[src/rtl/wb_byte_bridge_master.sv]
// Byte-link command decoder acting as a single-outstanding Wishbone
// pipelined master: frames in on RX, status (+ read data) out on TX.
module wb_byte_bridge_master #(
    parameter int unsigned TIMEOUT_CYCLES = 255,
    parameter logic [7:0]  OP_WRITE       = 8'h01,
    parameter logic [7:0]  OP_READ        = 8'h02
) (
    input  logic        wb_clk_i,
    input  logic        wb_rst_i,
    input  logic [7:0]  rx_data_i,
    input  logic        rx_valid_i,
    output logic        rx_ready_o,
    output logic [7:0]  tx_data_o,
    output logic        tx_valid_o,
    input  logic        tx_ready_i,
    output logic        wb_cyc_o,
    output logic        wb_stb_o,
    output logic        wb_we_o,
    output logic [31:0] wb_adr_o,
    output logic [31:0] wb_dat_o,
    output logic [3:0]  wb_sel_o,
    input  logic        wb_stall_i,
    input  logic        wb_ack_i,
    input  logic [31:0] wb_dat_i,
    input  logic        wb_err_i,
    output logic        busy_o
);

    localparam int unsigned   CW  = $clog2(TIMEOUT_CYCLES + 1);
    localparam logic [CW-1:0] TMO = CW'(TIMEOUT_CYCLES);

    localparam logic [7:0] ST_OK  = 8'h00;
    localparam logic [7:0] ST_ERR = 8'hEE;
    localparam logic [7:0] ST_TMO = 8'hDD;
    localparam logic [7:0] ST_BAD = 8'hFF;

    typedef enum logic [2:0] {
        S_IDLE,
        S_ADDR,
        S_DATA,
        S_REQ,
        S_WAIT,
        S_RESP
    } state_t;

    state_t        r_state;
    logic [1:0]    r_nbyte;
    logic          r_is_wr;
    logic [CW-1:0] r_tmo;
    logic [31:0]   r_shift;
    logic [2:0]    r_left;

    state_t        w_state;
    logic [1:0]    w_nbyte;
    logic          w_is_wr;
    logic [CW-1:0] w_tmo;
    logic [CW-1:0] w_tmo_inc;
    logic [31:0]   w_shift;
    logic [2:0]    w_left;
    logic [31:0]   w_adr;
    logic [31:0]   w_dat;
    logic [7:0]    w_tx_data;
    logic          w_rx_fire;
    logic          w_tx_fire;
    logic          w_in_cyc;

    always_comb begin
        w_rx_fire = rx_valid_i & rx_ready_o;
        w_tx_fire = tx_valid_o & tx_ready_i;
        w_tmo_inc = (r_tmo == TMO) ? r_tmo : r_tmo + CW'(1);
        w_state   = r_state;
        w_nbyte   = r_nbyte;
        w_is_wr   = r_is_wr;
        w_tmo     = r_tmo;
        w_shift   = r_shift;
        w_left    = r_left;
        w_adr     = wb_adr_o;
        w_dat     = wb_dat_o;
        w_tx_data = tx_data_o;

        unique case (r_state)
            S_IDLE: begin
                if (w_rx_fire) begin
                    w_nbyte = 2'd0;
                    if (rx_data_i == OP_WRITE || rx_data_i == OP_READ) begin
                        w_is_wr = (rx_data_i == OP_WRITE);
                        w_state = S_ADDR;
                    end else begin
                        w_tx_data = ST_BAD;
                        w_left    = 3'd0;
                        w_state   = S_RESP;
                    end
                end
            end
            S_ADDR: begin
                if (w_rx_fire) begin
                    w_adr   = {rx_data_i, wb_adr_o[31:8]};
                    w_nbyte = r_nbyte + 2'd1;
                    if (r_nbyte == 2'd3) begin
                        w_tmo   = '0;
                        w_state = r_is_wr ? S_DATA : S_REQ;
                    end
                end
            end
            S_DATA: begin
                if (w_rx_fire) begin
                    w_dat   = {rx_data_i, wb_dat_o[31:8]};
                    w_nbyte = r_nbyte + 2'd1;
                    if (r_nbyte == 2'd3) begin
                        w_tmo   = '0;
                        w_state = S_REQ;
                    end
                end
            end
            S_REQ, S_WAIT: begin
                w_tmo = w_tmo_inc;
                // err outranks ack; either one ends the cycle even under stall
                if (wb_err_i) begin
                    w_tx_data = ST_ERR;
                    w_left    = 3'd0;
                    w_state   = S_RESP;
                end else if (wb_ack_i) begin
                    w_tx_data = ST_OK;
                    w_left    = r_is_wr ? 3'd0 : 3'd4;
                    w_shift   = wb_dat_i;
                    w_state   = S_RESP;
                end else if (w_tmo_inc == TMO) begin
                    w_tx_data = ST_TMO;
                    w_left    = 3'd0;
                    w_state   = S_RESP;
                end else if (r_state == S_REQ && !wb_stall_i) begin
                    w_state = S_WAIT;
                end
            end
            S_RESP: begin
                if (w_tx_fire) begin
                    if (r_left != 3'd0) begin
                        w_tx_data = r_shift[7:0];
                        w_shift   = {8'h00, r_shift[31:8]};
                        w_left    = r_left - 3'd1;
                    end else begin
                        w_state = S_IDLE;
                    end
                end
            end
            default: w_state = S_IDLE;
        endcase

        w_in_cyc = (w_state == S_REQ) || (w_state == S_WAIT);
    end

    always_ff @(posedge wb_clk_i or posedge wb_rst_i) begin
        if (wb_rst_i) begin
            r_state    <= S_IDLE;
            r_nbyte    <= 2'd0;
            r_is_wr    <= 1'b0;
            r_tmo      <= '0;
            r_shift    <= 32'h0;
            r_left     <= 3'd0;
            rx_ready_o <= 1'b1;
            tx_data_o  <= 8'h00;
            tx_valid_o <= 1'b0;
            wb_cyc_o   <= 1'b0;
            wb_stb_o   <= 1'b0;
            wb_we_o    <= 1'b0;
            wb_adr_o   <= 32'h0;
            wb_dat_o   <= 32'h0;
            wb_sel_o   <= 4'h0;
            busy_o     <= 1'b0;
        end else begin
            r_state    <= w_state;
            r_nbyte    <= w_nbyte;
            r_is_wr    <= w_is_wr;
            r_tmo      <= w_tmo;
            r_shift    <= w_shift;
            r_left     <= w_left;
            rx_ready_o <= (w_state == S_IDLE) || (w_state == S_ADDR) ||
                          (w_state == S_DATA);
            tx_data_o  <= w_tx_data;
            tx_valid_o <= (w_state == S_RESP);
            wb_cyc_o   <= w_in_cyc;
            wb_stb_o   <= (w_state == S_REQ);
            wb_we_o    <= w_in_cyc & w_is_wr;
            wb_adr_o   <= w_adr;
            wb_dat_o   <= w_dat;
            wb_sel_o   <= w_in_cyc ? 4'hF : 4'h0;
            busy_o     <= (w_state != S_IDLE);
        end
    end

endmodule
[config.mk]
export PLATFORM = sky130hd
export DESIGN_NAME = wb_byte_bridge_master
export DESIGN_NICKNAME = d
export VERILOG_FILES = /design/src/rtl/wb_byte_bridge_master.sv
export SDC_FILE = /design/constraint.sdc
export NUM_CORES = 1
export LEC_CHECK = 0
export ABC_CLOCK_PERIOD_IN_PS = 6200
export BUFFER_PORTS_ARGS = -buffer_cell sky130_fd_sc_hd__buf_2
export CORE_UTILIZATION = 30
export DETAILED_ROUTE_END_ITERATION = 10
export SETUP_SLACK_MARGIN = 0.05
export SLEW_MARGIN = 15
export SYNTH_ARGS = -nofsm -noshare
export SYNTH_HDL_FRONTEND = slang
export SYNTH_SLANG_ARGS = --single-unit
[constraint.sdc]
create_clock -name wb_clk_i -period 6.2 [get_ports wb_clk_i]
set_input_delay 0.31 -clock wb_clk_i [delete_from_list [all_inputs] [get_ports wb_clk_i]]
set_output_delay 0.31 -clock wb_clk_i [all_outputs]
set_load 0.05 [all_outputs]
==> flow_summary.yaml <==
logic_synthesis:
  yosys_warnings: 0
  yosys.area_share.simple_pct: 13.77
  muxShareOfSynthArea_pct: 14.65
  synth_nets: 563
  synth-xor-area-share_pct: 0.3085
  syn_inst: 512
  synth_top_family_by_area: "multiplexers"
  synth-seq-cells: 127
  syn_area_um2: 5678
  yosysUniqueCellTypes: 61
  synth-edff-count: 0
  avgSynthCellArea_um2: 11.09
  synth_fa_ha_area_share_pct: 0.8814
  seq_area_frac_synth_pct: 55.99
  synth_compound_area_share_pct: 10.18
  ys.flop_type: "dfrtp_1"
  yosys-top-cells-area: "dfrtp_1 (56%), mux2_2 (9.9%), nand2_1 (5.0%)"
  yosysTopAreaCell: "dfrtp_1"
  synth_top_area_share_pct: 55.53
  async_flop_share_pct: 100.0
detailed_routing:
  ant_nets: 0
  drtIter0Drc: 348
  post_drt_via_cell_ratio: 4.839
  vias: 4234
  wirelength_um: 13060
  post-route-drc-count: 0
  drt-wirelength-per-cell_um: 14.93
  drtPass1Iterations: 6
clocking:
  hold_buffers: 0
  htreeDepth: 4
  tritoncts: "built"
  cts_resized: 0
  numCtsBuffers: 17
  clk_pin_slew_ps: 60
  clkSinkCount: 127
  root_buffer: "clkbuf_16"
  postCtsSetupBuffers: 0
  clk_latency_ps: 420
  cts_buffer_depth: 2
floorplanning:
  dieArea_um2: 19480
  start_util_pct: 31.08
  core_area_um2: 18270
  io_pins: 129
  row_count: 49
  fp.dieW_um: 139.6
  die_y_um: 139.6
timing:
  fin_crit_ps: 2672
  fin_crit_sh_pct: 43.09
  tightest_slew_ps: 874.0
  setup_viol: 0
  setup_ws_ps: 3528
  tns_ps: 0
  final-max-slew-violation-count: 0
  max-slew-margin-rel_pct: 41.61
  fin_skew_ps: 9.393
  hold_viol: 0
  rsz0062_at_grt: "no"
  timing.fmax_mhz: 374.3
power:
  p_sw_mw: 1.680
  comb_power_share_pct: 38.2
  internal_power_mw: 2.389
  power_frac_clock_pct: 28.1
  irDropWorstVdd_v: 0.0001816
  powerDensity_nw_per_um2: 567.3
  p_sw_share_pct: 41.29
  pwr-share-seq_pct: 33.7
  leakage_nw: 3.554
layout:
  drive_above_1_share_pct: 35.60
  layout.nets: 684
  final_cells: 875
  area_growth_pct: 26.29
  fin_area_um2: 7171
  n_antenna_cell: 0
setup_path:
  worst-setup-path-type: "flop to flop"
  worstSetupStartpointType: "flop"
  worstSetupEndpointType: "flop"
  crit_required_ps: 6540
  crit_arrival_ps: 3010
  crit_path_max_fanout: 48
placement:
  gp_congestion: 0.8127
  dp.cells: 843
  placed_cell_area_um2: 6492
  port_buffers: 128
  place_hpwl_um: 9037
  place_ws_ps: 3496
global_routing:
  grt_pass1_wl_um: 21170
  grt_max_degree: 69
  antenna_found_initial: 0
  globalRouteTotalUtil_pct: 13.87
  grt_overflow: 0
  first_global_vias: 4055
outcome:
  status: "complete, no violations"
worst_hold_path:
  hold_path.class: "primary input to asynchronous set/reset pin"
job:
  drv_cap: 0
==> per-layer routing <==
metal	vias up	share of wire, %	global-route usage (%)
met4	0	1.0	4.916
met3	13	5.3	4.370
li1	2029	-	-
met1	2064	48	18.59
met5	-	0	0
met2	128	46	21.05
==> flip-flops by register name, indices dropped and copies added, names as in the netlist <==
register and count:
r_tmo 8, r_shift 32, wb_adr_o 32, rx_ready_o 1, tx_data_o 8, r_nbyte 2, r_state 3, r_left 3
wb_sel_o 1, wb_we_o 1, busy_o 1, tx_valid_o 1, wb_dat_o 32, r_is_wr 1, wb_stb_o 1
==> critical path, cell delays in order (launching register included) <==
cell      delay, ps
dfrtp_1         530
nor2_1          330
a21o_1          360
nand3b_1        500
nand2_1         180
buf_4           410
nor2_1           90
a31oi_1         170
==> cells in the mapped netlist, drive strengths merged, types with 10 or more instances <==
cell type    n
a21oi       15
nand2       76
inv         19
a31oi       27
buf         21
o21ai       10
dfrtp      126
mux2i       10
nand3       14
mux2        65
clkbuf      11
nor2        44
nor3        10
==> cells in the final DEF, fill, tap and decap left out, types with 15 or more instances in the layout <==
master     instances
a21oi_1           15
a31oi_1           26
buf_2            128
clkbuf_16         17
dfrtp_1          126
inv_1             18
mux2_1            15
mux2_2            50
nand2_1           75
nor2_1            43
==> cells by family (layout without fill, tap and decap cells) <==
kind of cell,count (synthesis),after routing
AND/OR/NAND/NOR,172,172
XOR/XNOR,2,2
adder cells (fa/ha/maj),4,4
flip-flops,127,127
AO/OA/AOI/OAI,81,81
buffers and inverters,51,185
multiplexers,75,75
==> worst paths after layout <==
| kind | startpoint | endpoint | slack, ps | cells past startpoint |
|---|---|---|---|---|
| max in group asynchronous | wb_rst_i | wb_we_o | 4820 | 3 |
| worst min-delay path | wb_rst_i | wb_adr_o[2] | 10 | 2 |
| worst max register to register | r_state[1] | r_shift[12] | 3530 | 7 |
| worst max-delay path | r_state[1] | r_shift[12] | 3530 | 7 |
| min in group wb_clk_i | wb_dat_i[24] | r_shift[24] | 80 | 3 |
| worst min register to register | wb_dat_o[4] | wb_dat_o[4] | 480 | 1 |
==> power groups by stage <==
| stage | combinational [mW] | clock (mW) | sequential [mW] |
|---|---|---|---|
| after floorplan | 0.739 | 0 | 1.86 |
| after global placement | 1.56 | 0 | 1.37 |
| after detailed placement | 1.57 | 0 | 1.38 |
| after CTS | 1.57 | 1.17 | 1.37 |
| after global routing | 1.67 | 1.21 | 1.42 |
| final | 1.56 | 1.14 | 1.37 |
==> metrics by stage <==
step	util [%]	hold slack (ps)	total power, mW
floorplan	-	415.4	2.598
global placement	35.54	465.0	2.930
detailed placement	35.54	469.6	2.951
CTS	39.24	45.38	4.112
global route	39.25	62.80	4.300
finish	39.25	14.23	4.068
==> layout make-up <==
type	instances	area (um2)
clock buffers	19	442.9
fillers	1853	11100
inverters	19	73.82
repair buffers	134	685.7
flip-flops and latches	127	3179
well taps	229	286.5
clock inverters	13	234.0
multi-input cells	334	2268
(Power assumes the default switching activity.)
